==> src/rtl/prio_req_pkg.sv <==
// ---------------------------------------------------------------------------
// prio_req_pkg
// Shared definitions for the priority request controller.
//   N_DEFAULT : default number of request lines
//   idw_f()   : id width for a given number of lines ($clog2, minimum 1)
//   state_e   : handshake FSM states (IDLE, OFFER)
// ---------------------------------------------------------------------------
package prio_req_pkg;

    localparam int N_DEFAULT = 8;

    // Id width needed to name any of n lines. The floor of 1 keeps
    // degenerate widths out of the port list.
    function automatic int idw_f(input int n);
        return (n <= 2) ? 1 : $clog2(n);
    endfunction

    typedef enum logic {
        IDLE  = 1'b0,
        OFFER = 1'b1
    } state_e;

endpackage : prio_req_pkg

==> src/rtl/prio_enc_n.sv <==
// ---------------------------------------------------------------------------
// prio_enc_n
// Combinational highest-index priority encoder.
// Ports:
//   in_vec [N-1:0]   input bit vector
//   idx    [IDW-1:0] index of the highest set bit (0 when none set)
//   any              1 when any bit of in_vec is set
// ---------------------------------------------------------------------------
module prio_enc_n
    import prio_req_pkg::*;
#(
    parameter int N   = N_DEFAULT,
    parameter int IDW = idw_f(N)
) (
    input  logic [N-1:0]   in_vec,
    output logic [IDW-1:0] idx,
    output logic           any
);

    // The scan runs upward, so the last hit (highest index) wins.
    // NOTE: every output gets a default before the loop; without it a
    // combinational block that assigns only on some paths infers a latch.
    always_comb begin
        idx = '0;
        any = |in_vec;
        for (int i = 0; i < N; i++) begin
            if (in_vec[i]) begin
                idx = IDW'(i);
            end
        end
    end

endmodule : prio_enc_n

==> src/rtl/priority_req_ctrl.sv <==
// ---------------------------------------------------------------------------
// priority_req_ctrl
// Collects request lines into a sticky pending register and offers the
// highest-index pending id downstream under a valid/ready handshake. The
// accepted id's pending bit is cleared on the handshake; a request arriving
// on that same bit in the same cycle wins and keeps it pending.
//
// Optional feature: define PRIO_REQ_MASK_EN to add the mask port. Masked
// lines still latch into pending but are not selected.
//
// Ports:
//   clk                 rising-edge clock
//   rst                 synchronous active-high reset
//   req     [N-1:0]     request lines, a 1 sets the pending bit
//   mask    [N-1:0]     selection enable per line (PRIO_REQ_MASK_EN only)
//   dout    [IDW-1:0]   offered id
//   valid               dout is valid
//   ready               consumer accepts dout this cycle
//   pending [N-1:0]     current pending register
//   busy                pending non-zero or an offer outstanding
// ---------------------------------------------------------------------------
module priority_req_ctrl
    import prio_req_pkg::*;
#(
    parameter int N   = N_DEFAULT,
    parameter int IDW = idw_f(N)
) (
    input  logic           clk,
    input  logic           rst,
    input  logic [N-1:0]   req,
`ifdef PRIO_REQ_MASK_EN
    input  logic [N-1:0]   mask,
`endif
    output logic [IDW-1:0] dout,
    output logic           valid,
    input  logic           ready,
    output logic [N-1:0]   pending,
    output logic           busy
);

    state_e         state_q, state_d;
    logic [N-1:0]   pending_q, pending_d;
    logic [IDW-1:0] dout_q, dout_d;
    logic           valid_q, valid_d;

    logic [N-1:0]   eligible;
    logic [N-1:0]   clr;
    logic [IDW-1:0] sel;
    logic           sel_any;
    logic           handshake;

    assign handshake = valid_q && ready;

`ifdef PRIO_REQ_MASK_EN
    assign eligible = pending_q & mask;
`else
    assign eligible = pending_q;
`endif

    // Selection looks only at the registered pending bits, so a request
    // reaches the output no earlier than two edges after it is raised.
    prio_enc_n #(
        .N   (N),
        .IDW (IDW)
    ) u_enc (
        .in_vec (eligible),
        .idx    (sel),
        .any    (sel_any)
    );

    // Pending update: clear the accepted bit, then OR in new requests so
    // a same-cycle request on the cleared bit survives.
    always_comb begin
        clr = '0;
        if (handshake) begin
            clr[dout_q] = 1'b1;
        end
        pending_d = (pending_q & ~clr) | req;
    end

    // State register. Reset also clears pending, which drops any offer in
    // flight without performing its clear.
    // NOTE: sequential state is written with non-blocking assignments so
    // every flop samples the pre-edge values, independent of block order.
    always_ff @(posedge clk) begin
        if (rst) begin
            state_q   <= IDLE;
            pending_q <= '0;
            dout_q    <= '0;
            valid_q   <= 1'b0;
        end else begin
            state_q   <= state_d;
            pending_q <= pending_d;
            dout_q    <= dout_d;
            valid_q   <= valid_d;
        end
    end

    // Next-state logic. OFFER only leaves on acceptance: later arrivals of
    // higher priority never preempt the id already on offer.
    always_comb begin
        state_d = state_q;
        unique case (state_q)
            IDLE:    if (sel_any)   state_d = OFFER;
            OFFER:   if (handshake) state_d = IDLE;
            default: state_d = IDLE;
        endcase
    end

    // Registered outputs. dout keeps its last value after a grant; only
    // valid qualifies it.
    always_comb begin
        dout_d  = dout_q;
        valid_d = valid_q;
        unique case (state_q)
            IDLE: begin
                if (sel_any) begin
                    dout_d  = sel;
                    valid_d = 1'b1;
                end
            end
            OFFER: begin
                if (handshake) begin
                    valid_d = 1'b0;
                end
            end
            default: begin
                valid_d = 1'b0;
            end
        endcase
    end

    assign dout    = dout_q;
    assign valid   = valid_q;
    assign pending = pending_q;
    assign busy    = (|pending_q) || valid_q;

endmodule : priority_req_ctrl
==> config.mk <==
export PLATFORM = sky130hd
export DESIGN_NAME = priority_req_ctrl
export DESIGN_NICKNAME = d
export VERILOG_FILES = /design/src/rtl/prio_req_pkg.sv /design/src/rtl/prio_enc_n.sv /design/src/rtl/priority_req_ctrl.sv
export SDC_FILE = /design/constraint.sdc
export NUM_CORES = 1
export LEC_CHECK = 0
export CORE_MARGIN = 2
export CORE_UTILIZATION = 43
export DETAILED_ROUTE_END_ITERATION = 12
export PLACE_DENSITY = 0.77
export SLEW_MARGIN = 20
export SYNTH_ARGS = -nofsm -noshare
export SYNTH_HDL_FRONTEND = slang
export SYNTH_SLANG_ARGS = --single-unit
export TNS_END_PERCENT = 100
==> constraint.sdc <==
create_clock -name clk -period 3.1 [get_ports clk]
set_input_delay 0.62 -clock clk [delete_from_list [all_inputs] [get_ports clk]]
set_output_delay 0.62 -clock clk [all_outputs]
set_load 0.02 [all_outputs]
==> results of run 1 <==
synthesized netlist by cell type, drive strengths merged:
cell	count	area, sq um
clkbuf	1	3.75
nor2	7	26.3
inv	8	30.0
or2	1	6.26
or3	2	12.5
a211oi	1	7.51
nand3	1	5.00
o21ai	7	35.0
nor3	3	20.0
nor4	2	42.5
dfxtp	13	260
nand2	3	11.3
a21oi	14	73.8
nand3b	2	15.0
o311a	1	10.0
nand2b	2	12.5
kinds of logic after synthesis:
kind of cell / after synthesis / share of synthesized area, %
AO/OA/AOI/OAI: 23 / 22.1
buffers and inverters: 9 / 5.91
flip-flops: 13 / 45.5
AND/OR/NAND/NOR: 23 / 26.5
cell type report:
type,instances,share of cell area (%)
multi-input combinational,46,32.9
sequential,13,30.9
timing repair buffer,23,27.3
inverter,8,3.56
clock buffer,4,3.12
tap,15,2.23
registers in the layout, summed over array words and instances, names as in the netlist:
register and cells:
pending 8, dout 3, valid 1, state_q 1
power by group:
group	leakage (nW)	switching, W	total [W]	internal (W)
sequential	0.109	0.0000232	0.000205	0.000182
clock	0.0150	0.0000519	0.000102	0.0000498
combinational	0.203	0.0000456	0.0000987	0.0000531
worst max-delay path, delay by kind of cell, from the launching register on:
family                 cells  cell delay [ps]
buffers and inverters      1              540
DFF                        1              390
and+or+nand+nor            2              460
stage by stage:
stage | util [%] | hold slack, ps | setup slack [ps] | std cells | total power [W]
finish | 66.5 | 549 | 822 | 109 | 0.000406
global route | 66.5 | 591 | 762 | 109 | 0.000427
CTS | 66.5 | 553 | 818 | 109 | 0.000409
detailed placement | 64.4 | 542 | 1120 | 105 | 0.000308
global placement | 64.4 | 538 | 1120 | 105 | 0.000307
floorplan | - | 525 | 1510 | 68 | 0.000258
path summary, 6_finish.rpt:
| check | start | end | cells after the start |
|---|---|---|---|
| setup / recovery | pending[6] | busy | 3 |
| hold / removal | dout[0] | dout[0] | 2 |
| setup reg to reg | pending[6] | dout[0] | 4 |
| hold reg to reg | dout[0] | dout[0] | 2 |
routing by layer:
layer / vias up / GRT usage (%) / routed length, um
met5: - / 0 / 0
met4: 0 / 10.0 / 28
met3: 4 / 3.89 / 102
met2: 22 / 30.2 / 603
met1: 251 / 26.8 / 598
li1: 286 / - / -
==> flow_metrics.py, run 1 <==
metrics = {
    "outcome": {
        "status": "finished clean",
    },
    "sta": {
        "finalClockSkew_ps": 1.58,
        "worst_slew_pin_slew_ps": 480,
        "finalSetupViolations": 0,
        "max_freq_mhz": 439,
        "setup_tns_ps": 0,
        "finalCriticalPeriod_ps": 2280,
        "finalHoldViolCount": 0,
        "rsz0062_at_grt": "no",
        "finalMaxSlewViolations": 0,
        "fin_crit_sh_pct": 73.5,
        "slew_headroom_pct": 67.9,
    },
    "logic_synthesis": {
        "ys_seq_elements": 13,
        "synth_nets": 79,
        "synth.distinct_cells": 18,
        "ys_seq_area_share_pct": 45.5,
        "synth.avg_cell_area_sq_um": 8.41,
        "ys.warnings.count": 0,
        "postSynthCellCount": 68,
        "synth_area_sq_um": 572,
    },
    "floorplanning": {
        "core_sq_um": 1270,
        "design.portCount": 24,
        "dieArea_sq_um": 1640,
        "initial_utilization_pct": 45.1,
        "fp-row-count": 13,
        "die_h_um": 40.5,
        "die_w_um": 40.5,
    },
    "cells_and_area": {
        "area_growth_syn_to_layout_pct": 47.5,
        "fin_area_sq_um": 843,
        "layout_common_cells": "clkdlybuf4s50_1 (23), a21oi_1 (13), dfxtp_1 (13)",
        "num-fill-cells": 119,
        "mostFrequentLayoutCell": "clkdlybuf4s50_1",
        "multi_input_area_sq_um": 278,
        "drive_gt1_share_pct": 8.51,
        "seq_area_sq_um": 260,
        "fin_nets": 106,
        "diodes": 0,
    },
    "route": {
        "post-route-drc-count": 0,
        "num_vias": 563,
        "wl_per_cell_um": 12.2,
        "avgViaCountPerCell": 5.17,
        "drt-total-wl_um": 1330,
        "drtAntennaViolNets": 0,
        "drt_iter0_markers": 17,
        "dr.pass1.iters": 5,
    },
    "placed_design": {
        "hpwl_um": 977,
        "gp_congestion": 0.761,
        "placed_area_sq_um": 817,
        "portBuffers": 23,
    },
    "setup_path": {
        "required_ps": 2480,
        "critPathCaptureType": "output pin",
        "rrSetupSlack_ps": 1860,
        "critPathSlowestCell": "clkdlybuf4s50_1",
        "start_kind": "flip-flop",
        "path_cells": "nor4_4 -> nand3b_1 -> clkdlybuf4s50_1",
        "cpPeakStageDelay_ps": 540,
        "worstPathArrival_ps": 1660,
        "cp_max_fo": 6,
        "crit_type": "reg -> out",
    },
    "clock_network": {
        "cts_tree": "built",
        "clk_pin_slew_ps": 80,
        "cts_buffers": 3,
        "postCtsSetupRepairBufs": 0,
        "ctsResizeCount": 0,
        "cts_hold_buf": 0,
        "clk_latency_ps": 270,
        "clk_path_buf_depth": 2,
        "htreeDepth": 1,
        "numClockSinks": 13,
        "clock-root-buffer": "clkbuf_4",
    },
    "min_path": {
        "worstHoldPathType": "reg -> reg",
    },
    "grt": {
        "gr-usage-all-layers_pct": 20.0,
        "grt_pass1_wl_um": 2160,
        "grt_pass1_vias": 502,
        "grt_antenna_before_repair": 0,
        "grt_max_degree": 14,
        "grt-ovfl-total": 0,
    },
    "power": {
        "vdd_drop_max_mv": 0.267,
        "p_per_area_nw_per_um2": 481,
        "power.leakage_nw": 0.327,
    },
    "flow_run": {
        "maxCapViolCount": 0,
    },
}
Power figures use the tool's default switching activity.
==> run 2, diff against run 1 <==
Settings changed: CORE_UTILIZATION 43 to 40, PLACE_DENSITY 0.77 to 0.72.
Clock period 3.1 ns to 2.3 ns, I/O delays scaled along.
==> run 2 against run 1 <==
Effect of this change:
- combinational power increased by 36%
- clock power increased by 31%
- sequential cell count unchanged
- non-clock buffer count unchanged
- highest routed layer is now met3
==> flow_metrics.py, run 2 (same netlist as run 1, synthesis figures left out) <==
metrics = {
    "outcome": {
        "status": "finished clean",
    },
    "grt": {
        "grt_antenna_before_repair": 0,
        "grt-ovfl-total": 0,
        "grt_max_degree": 14,
        "grt_pass1_wl_um": 2410,
        "gr-usage-all-layers_pct": 17.3,
        "grt_pass1_vias": 566,
    },
    "cells_and_area": {
        "area_growth_syn_to_layout_pct": 47.5,
        "largest_reg_flops": 8,
        "layout_common_cells": "clkdlybuf4s50_1 (23), a21oi_1 (13), dfxtp_1 (13)",
        "drive_gt1_share_pct": 8.51,
        "diodes": 0,
        "fin_nets": 106,
        "mostFrequentLayoutCell": "clkdlybuf4s50_1",
    },
    "clock_network": {
        "postCtsSetupRepairBufs": 0,
        "cts_tree": "built",
        "clk_path_buf_depth": 2,
        "clk_latency_ps": 260,
        "clock-root-buffer": "clkbuf_4",
        "htreeDepth": 1,
        "numClockSinks": 13,
        "clk_pin_slew_ps": 80,
        "cts_buffers": 3,
        "ctsResizeCount": 0,
        "cts_hold_buf": 0,
    },
    "placed_design": {
        "portBuffers": 23,
        "gp_congestion": 0.785,
        "hpwl_um": 974,
    },
    "floorplanning": {
        "die_h_um": 41.8,
        "design.portCount": 24,
        "core_sq_um": 1320,
        "dieArea_sq_um": 1750,
        "fp-row-count": 13,
        "die_w_um": 41.8,
        "initial_utilization_pct": 43.4,
    },
    "sta": {
        "worst_slew_pin_slew_ps": 507,
        "max_freq_mhz": 477,
        "finalHoldViolCount": 0,
        "worst_hold_slack_ps": 546,
        "setup_tns_ps": 0,
        "fin_crit_sh_pct": 91.1,
        "finalCriticalPeriod_ps": 2090,
        "slew_headroom_pct": 66.1,
        "finalMaxSlewViolations": 0,
        "rsz0062_at_grt": "no",
        "finalSetupViolations": 0,
        "finalClockSkew_ps": 2.37,
    },
    "route": {
        "drt-total-wl_um": 1280,
        "drt_iter0_markers": 5,
        "avgViaCountPerCell": 5.00,
        "dr.pass1.iters": 4,
        "num_vias": 545,
        "post-route-drc-count": 0,
        "wl_per_cell_um": 11.8,
        "drtAntennaViolNets": 0,
    },
    "setup_path": {
        "start_kind": "flip-flop",
        "worstPathArrival_ps": 1630,
        "crit_type": "reg -> out",
        "required_ps": 1840,
        "cp_max_fo": 5,
        "critPathCaptureType": "output pin",
    },
    "power": {
        "vdd_drop_max_mv": 0.365,
        "p_per_area_nw_per_um2": 645,
        "finalPower_w": 0.000544,
        "power.leakage_nw": 0.327,
    },
    "min_path": {
        "worstHoldPathType": "reg -> reg",
    },
    "flow_run": {
        "maxCapViolCount": 0,
    },
}
-- run 2: cell counts in the layout (fill, tap and decap cells not counted) --
No cell type changed its count.
-- run 2: final timing paths --
kind | start | endpoint | slack, ps | depth (start not counted)
worst min-delay path | dout[0] | dout[0] | 550 | 2
worst max-delay path | pending[5] | busy | 210 | 3
worst min register to register | dout[0] | dout[0] | 550 | 2
worst max register to register | valid | pending[1] | 1050 | 4
-- run 2: per-stage QoR --
step | instance area, sq um | util (%) | worst slack (ps) | cells
after floorplan | 572 | - | 869 | 68
after global placement | 817 | 62.0 | 486 | 105
after detailed placement | 817 | 62.0 | 489 | 105
after CTS | 843 | 64.0 | 188 | 109
after global routing | 843 | 64.0 | 73.5 | 109
final | 843 | 64.0 | 205 | 109
-- run 2: layout make-up --
cell class                 count  area (sq um)
multi-input combinational     46           278
sequential                    13           260
timing repair buffer          23           230
fill                         118           474
tap                           15          18.8
inverter                       8          30.0
clock buffer                   4          26.3
-- run 2: worst max-delay path, cell delays in order (launching register included) --
cell,delay (ps)
dfxtp_1,370
nor4_4,350
nand3b_1,110
clkdlybuf4s50_1,540
-- run 2: report_power, final --
| group | internal (W) | total [W] | switching [W] |
|---|---|---|---|
| combinational | 0.0000717 | 0.000134 | 0.0000619 |
| sequential | 0.000245 | 0.000276 | 0.0000311 |
| clock | 0.0000669 | 0.000134 | 0.0000671 |
| total | 0.000384 | 0.000544 | 0.000160 |
-- run 2: per-layer routing --
metal  share of wire (%)  track usage [%]
met4                   0             6.45
met3                 6.2             4.35
met5                   0                0
met2                  46             26.9
met1                  48             22.9
==> run 3, diff against run 2 <==
--- a/config.mk
+++ b/config.mk
@@ -7,3 +7,3 @@
 export LEC_CHECK = 0
-export CORE_MARGIN = 2
+export CORE_MARGIN = 5
 export CORE_UTILIZATION = 40
==> constraint.sdc (replaced) <==
create_clock -name clk -period 2.3 [get_ports clk]
set_input_delay 0.69 -clock clk [delete_from_list [all_inputs] [get_ports clk]]
set_output_delay 0.69 -clock clk [all_outputs]
set_load 0.02 [all_outputs]
==> run 3 against run 2 <==
Effect of this change:
- global-route usage down 3.0 points
- setup slack got worse by 9.5 ps
- hold slack gained 2.2 ps
- count of clock-buffer cells in the layout did not move
- critical path type unchanged
- non-clock buffer count did not move
- first-iteration DRC count increased by 100%
- total power up 0.58%
- highest routed layer is now met4
- final cell count is the same
- utilization fell by 0.87 points
==> flow_metrics.py, run 3 (same netlist as run 1, synthesis figures left out) <==
metrics = {
    "placed_design": {
        "hpwl_um": 1030,
        "portBuffers": 23,
        "gp_congestion": 0.824,
    },
    "route": {
        "dr.pass1.iters": 4,
        "post-route-drc-count": 0,
        "drt-total-wl_um": 1390,
        "drtAntennaViolNets": 0,
        "drt_iter0_markers": 10,
        "wl_per_cell_um": 12.8,
        "avgViaCountPerCell": 5.22,
        "num_vias": 569,
    },
    "floorplanning": {
        "initial_utilization_pct": 42.9,
        "core_sq_um": 1330,
        "design.portCount": 24,
        "die_w_um": 47.8,
        "dieArea_sq_um": 2290,
        "fp-row-count": 13,
        "die_h_um": 47.8,
    },
    "sta": {
        "worst_hold_slack_ps": 549,
        "max_freq_mhz": 475,
        "finalMaxSlewViolations": 0,
        "finalCriticalPeriod_ps": 2100,
        "finalClockSkew_ps": 4.68,
        "setup_tns_ps": 0,
        "finalSetupViolations": 0,
        "rsz0062_at_grt": "no",
        "slew_headroom_pct": 66.0,
        "fin_crit_sh_pct": 91.5,
        "worst_slew_pin_slew_ps": 508,
        "finalHoldViolCount": 0,
    },
    "min_path": {
        "holdPathStages": 2,
        "hold_end": "dout[0]",
        "holdCritStartpoint": "dout[0]",
        "worstHoldPathType": "reg -> reg",
    },
    "setup_path": {
        "critPathSlowestCell": "dfxtp_1",
        "start_kind": "flip-flop",
        "path_buf_inv": 1,
        "reg2reg_depth": 4,
        "path_cells": "nor4_4 -> nand3b_1 -> dlygate4sd2_1",
        "crit_type": "reg -> out",
        "cpPeakStageDelay_ps": 390,
        "rrSetupSlack_ps": 1040,
        "required_ps": 1610,
        "worstReg2RegStart": "pending[6]",
        "cp_max_fo": 6,
        "worstPathArrival_ps": 1410,
        "critPathCaptureType": "output pin",
        "r2r-end": "dout[0]",
        "critPathTopFamily": "simple AND/OR/NAND/NOR gates",
    },
    "clock_network": {
        "cts_hold_buf": 0,
        "cts_tree": "built",
        "cts_buffers": 3,
        "postCtsSetupRepairBufs": 0,
        "htreeDepth": 1,
        "clock-root-buffer": "clkbuf_4",
        "clk_path_buf_depth": 2,
        "clk_pin_slew_ps": 70,
        "numClockSinks": 13,
        "clk_latency_ps": 270,
    },
    "flow_run": {
        "maxCapViolCount": 0,
    },
    "power": {
        "power.leakage_nw": 0.325,
        "p_per_area_nw_per_um2": 650,
        "vdd_drop_max_mv": 0.316,
    },
    "outcome": {
        "status": "finished clean",
    },
    "grt": {
        "grt_pass1_vias": 532,
        "grt_max_degree": 14,
        "grt_antenna_before_repair": 0,
        "grt_pass1_wl_um": 2280,
        "grt-ovfl-total": 0,
        "gr-usage-all-layers_pct": 14.3,
    },
    "cells_and_area": {
        "fin_nets": 106,
        "largest_reg_flops": 8,
        "mostFrequentLayoutCell": "clkdlybuf4s50_1",
        "layout_common_cells": "clkdlybuf4s50_1 (22), a21oi_1 (13), dfxtp_1 (13)",
        "drive_gt1_share_pct": 8.51,
        "diodes": 0,
        "area_growth_syn_to_layout_pct": 47.3,
    },
}
run 3: cell count changes in the layout (fill, tap and decap cells not counted), sizes merged:
cell,before,now
clkdlybuf4s50,23,22
dlygate4sd2,0,1
run 3: cell type report:
cell class	instances	area [sq um]
inverter	8	30.0
fill	127	492
timing repair buffer	23	229
sequential	13	260
clock buffer	4	26.3
multi-input combinational	46	278
tap	15	18.8
run 3: worst reg2reg max path, delay by kind of cell, from the launching register on:
family,cells,cell delay (ps)
compound gates,2,510
simple gates,2,150
flops,1,480
run 3: report_power, final:
part	leakage [nW]	internal [W]	switching [W]
sequential	0.109	0.000245	0.0000327
clock	0.0150	0.0000671	0.0000692
combinational	0.201	0.0000713	0.0000615
total	0.325	0.000384	0.000163
run 3: worst max path at each step:
stage,from,endpoint,slack [ps],cells after the start
after floorplan,pending[5],busy,640,2
after global routing,pending[1],busy,80,3
after CTS,pending[5],busy,190,3
after detailed placement,ready,pending[0],260,5
after global placement,ready,pending[0],260,5
final,pending[6],busy,200,3
run 3: repair_timing:
item / 4_1_cts / 5_1_grt
endpoints found under the hold margin: 0 / 0
resized for setup: 1 / 0
setup endpoints to repair: 1 / 0
run 3: through the flow:
step	util [%]	setup slack, ps	cell area [sq um]	power, W	std cells
global route	63.1	75.3	842	0.000577	109
floorplan	-	639	572	0.000347	68
CTS	63.1	187	842	0.000551	109
global placement	61.3	256	817	0.000415	105
finish	63.1	196	842	0.000547	109
detailed placement	61.3	258	817	0.000416	105
run 3: routing by layer:
layer | routed length (um) | GRT usage [%] | part of all wire (%)
met1 | 655 | 18.5 | 47
met2 | 621 | 22.4 | 45
met3 | 106 | 4.51 | 7.6
met4 | 8 | 4.84 | 0.57
met5 | 0 | 0 | 0
